===== src/rtl/cic_tx_pkg.sv =====
// Shared types and constants for the transmit CIC sequencer.
package cic_tx_pkg;

    typedef enum logic [2:0] {
        ST_IDLE,
        ST_CFG,
        ST_SETTLE,
        ST_I_BEAT,
        ST_GAP_I,
        ST_Q_BEAT,
        ST_GAP_Q,
        ST_DONE
    } state_t;

    localparam int RATE_DEF     = 40;
    localparam int INTERVAL_DEF = 200;
    localparam int SETTLE_DEF   = 30;

    // Shortest beat spacing; each gap state needs at least one cycle.
    localparam int MIN_INTERVAL = 2;

    // Rail slots inside a packed I/Q word; the bit offset is slot * DATA_W.
    localparam int IQ_I_SLOT = 0;
    localparam int IQ_Q_SLOT = 1;

endpackage


===== src/rtl/cic_pace_timer.sv =====
// Down-counter reloaded on every handshake; expire marks the last cycle of the wait.
module cic_pace_timer #(
    parameter int CNT_W = 16
) (
    input  logic             aclk,
    input  logic             aresetn,
    input  logic             load,
    input  logic [CNT_W-1:0] load_val,
    output logic             expire
);

    logic [CNT_W-1:0] cnt;

    // NOTE: sequential state uses non-blocking assignments so every register samples pre-edge values.
    always_ff @(posedge aclk or negedge aresetn) begin
        if (!aresetn) begin
            cnt <= '0;
        end else if (load) begin
            cnt <= load_val;
        end else if (cnt != '0) begin
            cnt <= cnt - CNT_W'(1);
        end
    end

    assign expire = (cnt == CNT_W'(1));

endmodule


===== src/rtl/cic_tx_ctrl.sv =====
// Transmit CIC sequencer: programs the interpolation rate, waits a settle period,
// then paces interleaved I/Q beats from a one-pair buffer into the CIC data port.
module cic_tx_ctrl
    import cic_tx_pkg::*;
#(
    parameter int DATA_W        = 16,
    parameter int CNT_W         = 16,
    parameter int SETTLE_CYCLES = SETTLE_DEF
) (
    input  logic                aclk,
    input  logic                aresetn,
    input  logic                start,
    input  logic [15:0]         cfg_rate,
    input  logic [CNT_W-1:0]    cfg_interval,
    input  logic [CNT_W-1:0]    cfg_num_pairs,
    input  logic [2*DATA_W-1:0] s_axis_iq_tdata,
    input  logic                s_axis_iq_tvalid,
    output logic                s_axis_iq_tready,
    output logic [15:0]         m_axis_config_tdata,
    output logic                m_axis_config_tvalid,
    input  logic                m_axis_config_tready,
    output logic [DATA_W-1:0]   m_axis_tdata,
    output logic                m_axis_tvalid,
    input  logic                m_axis_tready,
    output logic                m_axis_tlast,
    output logic                busy,
    output logic                done,
    output logic [CNT_W-1:0]    underrun_cnt
);

    state_t              state, state_nxt;
    logic [15:0]         rate_q;
    logic [CNT_W-1:0]    interval_q, num_pairs_q, pair_idx, fetch_cnt;
    logic [2*DATA_W-1:0] pair_buf;
    logic                buf_full, starve_seen;
    logic                start_acc, cfg_hs, i_hs, q_hs, src_hs;
    logic                tmr_load, tmr_expire;
    logic [CNT_W-1:0]    tmr_load_val;

    assign start_acc = (state == ST_IDLE) && start;
    assign cfg_hs    = (state == ST_CFG) && m_axis_config_tready;
    assign i_hs      = (state == ST_I_BEAT) && buf_full && m_axis_tready;
    assign q_hs      = (state == ST_Q_BEAT) && m_axis_tready;
    assign src_hs    = s_axis_iq_tvalid && s_axis_iq_tready;

    // Fetching stops once the frame's pairs are in, so no sample of the next frame is consumed.
    assign s_axis_iq_tready    = busy && !buf_full && (fetch_cnt != num_pairs_q);
    assign m_axis_config_tdata = rate_q;

    // Pacing restarts at each handshake, so a stalled beat pushes all later beats out.
    assign tmr_load     = cfg_hs || i_hs || q_hs;
    assign tmr_load_val = cfg_hs ? CNT_W'(SETTLE_CYCLES) : interval_q - CNT_W'(1);

    cic_pace_timer #(.CNT_W(CNT_W)) u_pace_timer (
        .aclk     (aclk),
        .aresetn  (aresetn),
        .load     (tmr_load),
        .load_val (tmr_load_val),
        .expire   (tmr_expire)
    );

    always_ff @(posedge aclk or negedge aresetn) begin
        if (!aresetn) begin
            state <= ST_IDLE;
        end else begin
            state <= state_nxt;
        end
    end

    always_comb begin
        // NOTE: every output gets a default before the case so no path infers a latch.
        state_nxt            = state;
        m_axis_config_tvalid = 1'b0;
        m_axis_tvalid        = 1'b0;
        m_axis_tlast         = 1'b0;
        m_axis_tdata         = pair_buf[IQ_I_SLOT*DATA_W +: DATA_W];
        busy                 = 1'b1;
        done                 = 1'b0;
        case (state)
            ST_IDLE: begin
                busy = 1'b0;
                if (start) state_nxt = ST_CFG;
            end
            ST_CFG: begin
                m_axis_config_tvalid = 1'b1;
                if (m_axis_config_tready) state_nxt = ST_SETTLE;
            end
            ST_SETTLE: if (tmr_expire) state_nxt = ST_I_BEAT;
            ST_I_BEAT: begin
                m_axis_tvalid = buf_full;
                if (i_hs) state_nxt = ST_GAP_I;
            end
            ST_GAP_I: if (tmr_expire) state_nxt = ST_Q_BEAT;
            ST_Q_BEAT: begin
                m_axis_tvalid = 1'b1;
                m_axis_tdata  = pair_buf[IQ_Q_SLOT*DATA_W +: DATA_W];
                m_axis_tlast  = (pair_idx == num_pairs_q - CNT_W'(1));
                if (m_axis_tready) state_nxt = ST_GAP_Q;
            end
            ST_GAP_Q: begin
                if (tmr_expire) state_nxt = (pair_idx == num_pairs_q) ? ST_DONE : ST_I_BEAT;
            end
            ST_DONE: begin
                done      = 1'b1;
                state_nxt = ST_IDLE;
            end
            default: state_nxt = ST_IDLE;
        endcase
    end

    always_ff @(posedge aclk or negedge aresetn) begin
        if (!aresetn) begin
            rate_q      <= '0;
            interval_q  <= '0;
            num_pairs_q <= '0;
            pair_idx    <= '0;
            fetch_cnt   <= '0;
        end else if (start_acc) begin
            rate_q      <= cfg_rate;
            interval_q  <= (cfg_interval < CNT_W'(MIN_INTERVAL)) ? CNT_W'(MIN_INTERVAL) : cfg_interval;
            num_pairs_q <= (cfg_num_pairs == '0) ? CNT_W'(1) : cfg_num_pairs;
            pair_idx    <= '0;
            fetch_cnt   <= '0;
        end else begin
            if (q_hs)   pair_idx  <= pair_idx + CNT_W'(1);
            if (src_hs) fetch_cnt <= fetch_cnt + CNT_W'(1);
        end
    end

    // NOTE: the pair buffer is reset too, because m_axis_tdata reads straight from it and must be zero out of reset.
    always_ff @(posedge aclk or negedge aresetn) begin
        if (!aresetn) begin
            pair_buf <= '0;
            buf_full <= 1'b0;
        end else if (q_hs) begin
            buf_full <= 1'b0;
        end else if (src_hs) begin
            pair_buf <= s_axis_iq_tdata;
            buf_full <= 1'b1;
        end
    end

    // A starved I slot is counted once, on its first cycle, however long it waits.
    always_ff @(posedge aclk or negedge aresetn) begin
        if (!aresetn) begin
            underrun_cnt <= '0;
            starve_seen  <= 1'b0;
        end else begin
            starve_seen <= (state == ST_I_BEAT) && (starve_seen || !buf_full);
            if (start_acc) begin
                underrun_cnt <= '0;
            end else if ((state == ST_I_BEAT) && !buf_full && !starve_seen && (underrun_cnt != '1)) begin
                underrun_cnt <= underrun_cnt + CNT_W'(1);
            end
        end
    end

endmodule

===== config.mk =====
export PLATFORM = sky130hd
export DESIGN_NAME = cic_tx_ctrl
export DESIGN_NICKNAME = d
export VERILOG_FILES = /design/src/rtl/cic_tx_pkg.sv /design/src/rtl/cic_pace_timer.sv /design/src/rtl/cic_tx_ctrl.sv
export SDC_FILE = /design/constraint.sdc
export NUM_CORES = 1
export LEC_CHECK = 0
export CAP_MARGIN = 5
export CORE_MARGIN = 5
export CORE_UTILIZATION = 50
export CTS_BUF_LIST = sky130_fd_sc_hd__clkbuf_2 sky130_fd_sc_hd__clkbuf_4 sky130_fd_sc_hd__clkbuf_8
export CTS_CLUSTER_DIAMETER = 80
export DETAILED_ROUTE_END_ITERATION = 8
export GPL_TIMING_DRIVEN = 0
export PLACE_DENSITY = 0.79
export RECOVER_POWER = 50
export SLEW_MARGIN = 20
export SYNTH_ARGS = -nofsm -noshare
export SYNTH_HDL_FRONTEND = slang
export SYNTH_SLANG_ARGS = --single-unit

===== constraint.sdc =====
create_clock -name aclk -period 2.7 [get_ports aclk]
set_input_delay 0.675 -clock aclk [delete_from_list [all_inputs] [get_ports aclk]]
set_output_delay 0.675 -clock aclk [all_outputs]
set_load 0.01 [all_outputs]

== After elaboration in Yosys (flattened, before gate mapping) ==
Index checks and enable logic that the tools add are counted.

* Register bits: 149
* Input bits: 86
* Output and inout port bits: 54
* Logic and storage cells: 93

* Add/subtract/negate cells: 6
* Order comparisons: 1
* Equal/unequal tests: 19
* Muxes and demuxes: 28
* Bitwise gates (word level): 1
* Reduce and logical (&&, ||, !) cells: 27

{| class="wikitable"
|+ Operators with widths
! kind !! number
|-
| $mux 16 || 12
|-
| $add 16x1->16 const B || 3
|-
| $sub 16x1->16 const B || 3
|-
| $eq 16x16->1 || 2
|-
| $mux 3 || 8
|-
| $pmux 3 s8 || 1
|-
| $eq 16x1->1 const B || 1
|-
| $logic_not 16->1 || 1
|-
| $lt 16x2->1 const B || 1
|-
| $ne 16x16->1 || 1
|-
| $ne 16x16->1 const B || 1
|-
| $reduce_bool 16->1 || 1
|-
| $ne 2x2->1 const B || 7
|-
| $eq 3x3->1 const B || 4
|-
| $logic_and 1x1->1 || 12
|-
| $reduce_bool 2->1 || 5
|-
| $reduce_and 7->1 || 1
|-
| $eq 3x2->1 const B || 2
|-
| $mux 1 || 6
|-
| $eq 3x1->1 const B || 1
|-
| $logic_not 3->1 || 1
|-
| $logic_or 1x1->1 || 3
|-
| $logic_not 1->1 || 2
|-
| $pmux 1 s2 || 1
|-
| other kinds (2) || 2
|}

== Longest topological paths before layout ==
Gate-level depths: netlist of run 1.

* Depth in word-level cells: 7
* Mapped depth: 10

== Cells and area by module ==
Synthesis of run 1 repeated with hierarchy kept, for this count alone.

* Cell total of the unflattened synthesis: 895
* Area, all modules: 8,294.2 µm²

{| class="wikitable"
|+ Modules (own cells, without submodules)
! module !! times used !! cells each !! area an instance (µm²) !! seq. area each (µm²)
|-
| cic_tx_ctrl || 1 || 775 || 7,194.4 || 3,328.2
|-
| cic_pace_timer || 1 || 120 || 1,099.8 || 400.4
|}

== Worst setup path before layout of run 1 ==
OpenSTA, ideal clock, no wires.

* Path kind: register -> output
* Start: register num_pairs_q[2]
* End: output m_axis_tlast
* Arrival time: 2,016 ps
* Required time: 2,025 ps
* Slack: 9 ps
* Stages on the path, launching flop included: 8
* Path through: dfrtp_1 > buf_4 > or4_4 > nor4_4 > mux2i_1 > a211oi_1 > a31oi_1 > and4bb_1

* Cells in the longest elaborated chain, start to end: 3

{| class="wikitable"
|+ RTL lines
! item !! RTL line !! RTL
|-
| start: declaration || cic_tx_ctrl.sv:33 || <nowiki>logic [CNT_W-1:0] interval_q, num_pairs_q, pair_idx, fetch_cnt;</nowiki>
|-
| start signal: assignment || cic_tx_ctrl.sv:121 || <nowiki>num_pairs_q <= (cfg_num_pairs == '0) ? CNT_W'(1) : cfg_num_pairs;</nowiki>
|-
| $sub 16x1->16 || cic_tx_ctrl.sv:97 || <nowiki>m_axis_tlast = (pair_idx == num_pairs_q - CNT_W'(1));</nowiki>
|-
| $eq 16x16->1 || cic_tx_ctrl.sv:97 ||
|-
| $mux 1 || cic_tx_ctrl.sv:79 || <nowiki>case (state)</nowiki>
|-
| end: declaration || cic_tx_ctrl.sv:25 || <nowiki>output logic m_axis_tlast,</nowiki>
|}

Every way passes these cells.

== Worst setup path in the final report of run 1 ==
Same ends and word-level chain as after synthesis.

==> results of run 1 <==
-- Yosys cell counts (4+ instances only) --
cell,n,area share
nand2_1,186,0.084
dfrtp_1,149,0.45
nor2_1,73,0.033
xor2_1,51,0.054
clkbuf_1,34,0.015
xnor2_1,31,0.033
mux2_4,30,0.054
nand3_1,30,0.018
a21oi_1,26,0.016
o21ai_0,26,0.016
nand4_1,21,0.016
nor3_1,21,0.013
mux2_2,20,0.027
inv_1,18,0.0081
nor4_1,16,0.012
or3_1,13,0.0098
ha_1,11,0.017
a22oi_1,9,0.0081
a31oi_1,7,0.0053
buf_2,7,0.0042
and2_1,5,0.0038
and3_1,5,0.0038
buf_1,5,0.0023
buf_6,5,0.0068
nand2b_1,5,0.0038
and4_1,4,0.0042
mux2i_1,4,0.0048
nor4b_1,4,0.0042
o31ai_1,4,0.0036
or4_1,4,0.0036
-- how the worst max path moves through the flow --
stage                            to  slack [ns]  cells past startpoint           start
detailed placement     m_axis_tlast       -0.74                     11  num_pairs_q[1]
global route           m_axis_tlast       -0.76                      8  num_pairs_q[2]
CTS                    m_axis_tlast       -0.63                      8  num_pairs_q[2]
floorplan              m_axis_tlast       0.009                      7  num_pairs_q[2]
global placement    underrun_cnt[6]       -5.11                      1         aresetn
finish                 m_axis_tlast       -0.65                      8  num_pairs_q[2]
-- worst min-delay path: stages, from the launching register on --
cell	delay [ns]
dfrtp_1	0.34
nand2_1	0.05
nand2_1	0.05
-- through the flow --
step / cells / total power, mW
floorplan: 887 / 6.93
global placement: 1246 / 8.62
detailed placement: 1247 / 8.77
CTS: 1301 / 11.0
global route: 1303 / 11.8
finish: 1303 / 11.0
-- registers in the layout, summed over array words and instances (netlist names) --
register             count
u_pace_timer.cnt        16
fetch_cnt               16
buf_full                 1
state                    3
pair_buf                32
starve_seen              1
underrun_cnt            16
m_axis_config_tdata     16
num_pairs_q             16
interval_q              16
pair_idx                16
-- kinds of logic after synthesis --
logic type / after synthesis
buffers and inverters: 71
AND/OR/NAND/NOR: 413
adder cells (fa/ha/maj): 11
AO/OA/AOI/OAI: 107
XOR/XNOR: 82
multiplexers: 54
flip-flops: 149
-- cell type report --
class                      count  area, sq um  share of cell area
antenna                        1         2.50            0.000233
buffer                        46          236              0.0220
clock buffer                  18          241              0.0224
clock inverter                14          141              0.0131
inverter                      19         73.8             0.00686
multi-input combinational    667         4370               0.406
sequential                   149         3730               0.347
tap                          220          275              0.0256
timing repair buffer         169         1680               0.157
-- power by group through the flow --
| stage | sequential, mW | clock, mW | combinational (mW) |
|---|---|---|---|
| floorplan | 3.72 | 0 | 3.21 |
| global placement | 3.77 | 0 | 4.84 |
| detailed placement | 3.81 | 0 | 4.96 |
| CTS | 3.79 | 1.74 | 5.49 |
| global route | 3.92 | 1.84 | 6.00 |
| finish | 3.81 | 1.70 | 5.51 |
-- layer usage --
layer  part of all wire  up-vias
met5                  0        -
met4              0.034        0
met3              0.041       56
met2               0.49      189
met1               0.43     3453
li1                   -     3424
-- repair_timing --
item / 4_1_cts / 5_1_grt
cloned: 1 / 0
pin swaps: 8 / 2
setup endpoints to repair: 21 / 46
resized for setup: 142 / 14
buffers inserted: 26 / 5
==> impl_metrics.tcl, run 1 <==
set metrics [dict create \
    cts_num_sinks 149 \
    drtPass1Iterations 5 \
    clockBufferDepth 2 \
    met1_usage 0.284 \
    crit_fanout 4 \
    place_hpwl_microns 15300 \
    synthFlopType "dfrtp_1" \
    synth_edf_count 0 \
    crit_slowest_cell "or4_4" \
    nNetsFinal 1166 \
    grt_util_all_layers 0.223 \
    drive_gt1_frac 0.160 \
    worst-path-buf-inv 2 \
    synth-simple-area-share 0.239 \
    layout_common_cells "186 x nand2_1, 144 x dfrtp_1, 104 x clkdlybuf4s50_1" \
    hold_slack_ns 0.474 \
    setup_viol_count_final 12 \
    worstSkewPairLatency_ns 0.46 \
    grt_pass1_wl_microns 35200 \
    post-place-ws_ns -0.743 \
    die_w_microns 139 \
    yosys.area_share.adder 0.0166 \
    max-cap-violations 1 \
    fin_ws_ns -0.646 \
    ys_ff_latch 149 \
    synth-xor-area-share 0.0865 \
    r2r-end "underrun_cnt[10]" \
    period_needed_ns 3.35 \
    crit_chain "buf_6, or4_4, nor4_4, mux2i_1, a211oi_1, a31oi_1, and4bb_1, buf_2" \
    grt_max_degree 83 \
    use_met2 0.373 \
    synth.distinct_cells 70 \
    clockPowerShare 0.154 \
    relSlewSlack -0.107 \
    wirelength_microns 21600 \
    r2r_setup_slack_ns 0.13 \
    cp-end-kind "output port" \
    grt_overflow 0 \
    hold_path_class "flip-flop to flip-flop" \
    place_congestion 0.879 \
    worst_path_largest_cell_delay_ns 0.53 \
    cts_buffers 17 \
    muxShareOfSynthArea 0.0862 \
    synth_top_family_by_area "simple AND/OR/NAND/NOR gates" \
    rsz0062_at_grt "true" \
    vdd.ir_drop.worst_mv 0.470 \
    cts_hold_buf 0 \
    grt_use_met3 0.0476 \
    clk_pin_slew_ns 0.08 \
    ant_nets 0 \
    p_leak_nw 4.88 \
    crit_required_ns 2.03 \
    yosys_warnings 0 \
    synth-async-reset-ratio 1.00 \
    tritoncts "done" \
    slew_viol_final 69 \
    drc 0 \
    tns_ns -1.83 \
    whs_path_depth 2 \
    p_seq_frac 0.345 \
    initial_core_util 0.504 \
    row_count 47 \
    power.switching_mw 4.32 \
    finalCritPeriodShare 1.24 \
    finalHoldViolCount 0 \
    critPathTopFamily "simple AND/OR/NAND/NOR gates" \
    die_h_microns 139 \
    syn-mean-instance-area_sq_um 9.36 \
    hold_path_startpoint "m_axis_config_tdata[6]" \
    final_util 0.653 \
    layout_commonest_cell "nand2_1" \
    criticalPathCategory "flip-flop to output port" \
    vias 7122 \
    cts-root-buf "clkbuf_8" \
    die_area_sq_um 19300 \
    p_int_mw 6.70 \
    combPwrFrac 0.500 \
    via_per_inst 5.47 \
    wl_per_cell_microns 16.6 \
    synthToLayoutAreaGrowth_pct 29.6 \
    outcome "finished, violations left" \
    tightest_slew_ns 1.66 \
    cp-start-kind "flip-flop" \
    pin_count 140 \
    syn_inst 887 \
    cts_max_level 4 \
    dpl_cell_area_sq_um 10000 \
    grt_pass1_vias 7055 \
    crit_arrival_ns 2.67 \
    clock.fmax_mhz 299 \
    grt_busiest_layer "met2" \
    synth_compound_area_frac 0.0844 \
    yosysSeqAreaShare 0.449 \
    antenna_found_initial 1 \
    hold_path_end "m_axis_config_tdata[6]" \
    clock_skew_ns 0.00936 \
    fin_area_sq_um 10800 \
    swShare 0.392 \
    synthesis.area_sq_um 8300 \
    syn-num-nets 984 \
    violations "capacitance limit, slew limit, setup timing" \
    fillers 1313 \
    p_per_area_nw_per_um2 1020 \
    numPortBuffers 139 \
    worst_r2r_startpoint "state[0]" \
    ff2ff_path_depth 8 \
    drt_iter0_drc 386 \
    coreArea_sq_um 16500 \
]
No activity file was read; power rests on OpenSTA's default activity.
==> inputs of run 2 (changes only) <==
Settings changed: ABC_CLOCK_PERIOD_IN_PS set to 2700.
==> results of run 2 <==
Final layout, timing and power as in run 1 (identical DEF).
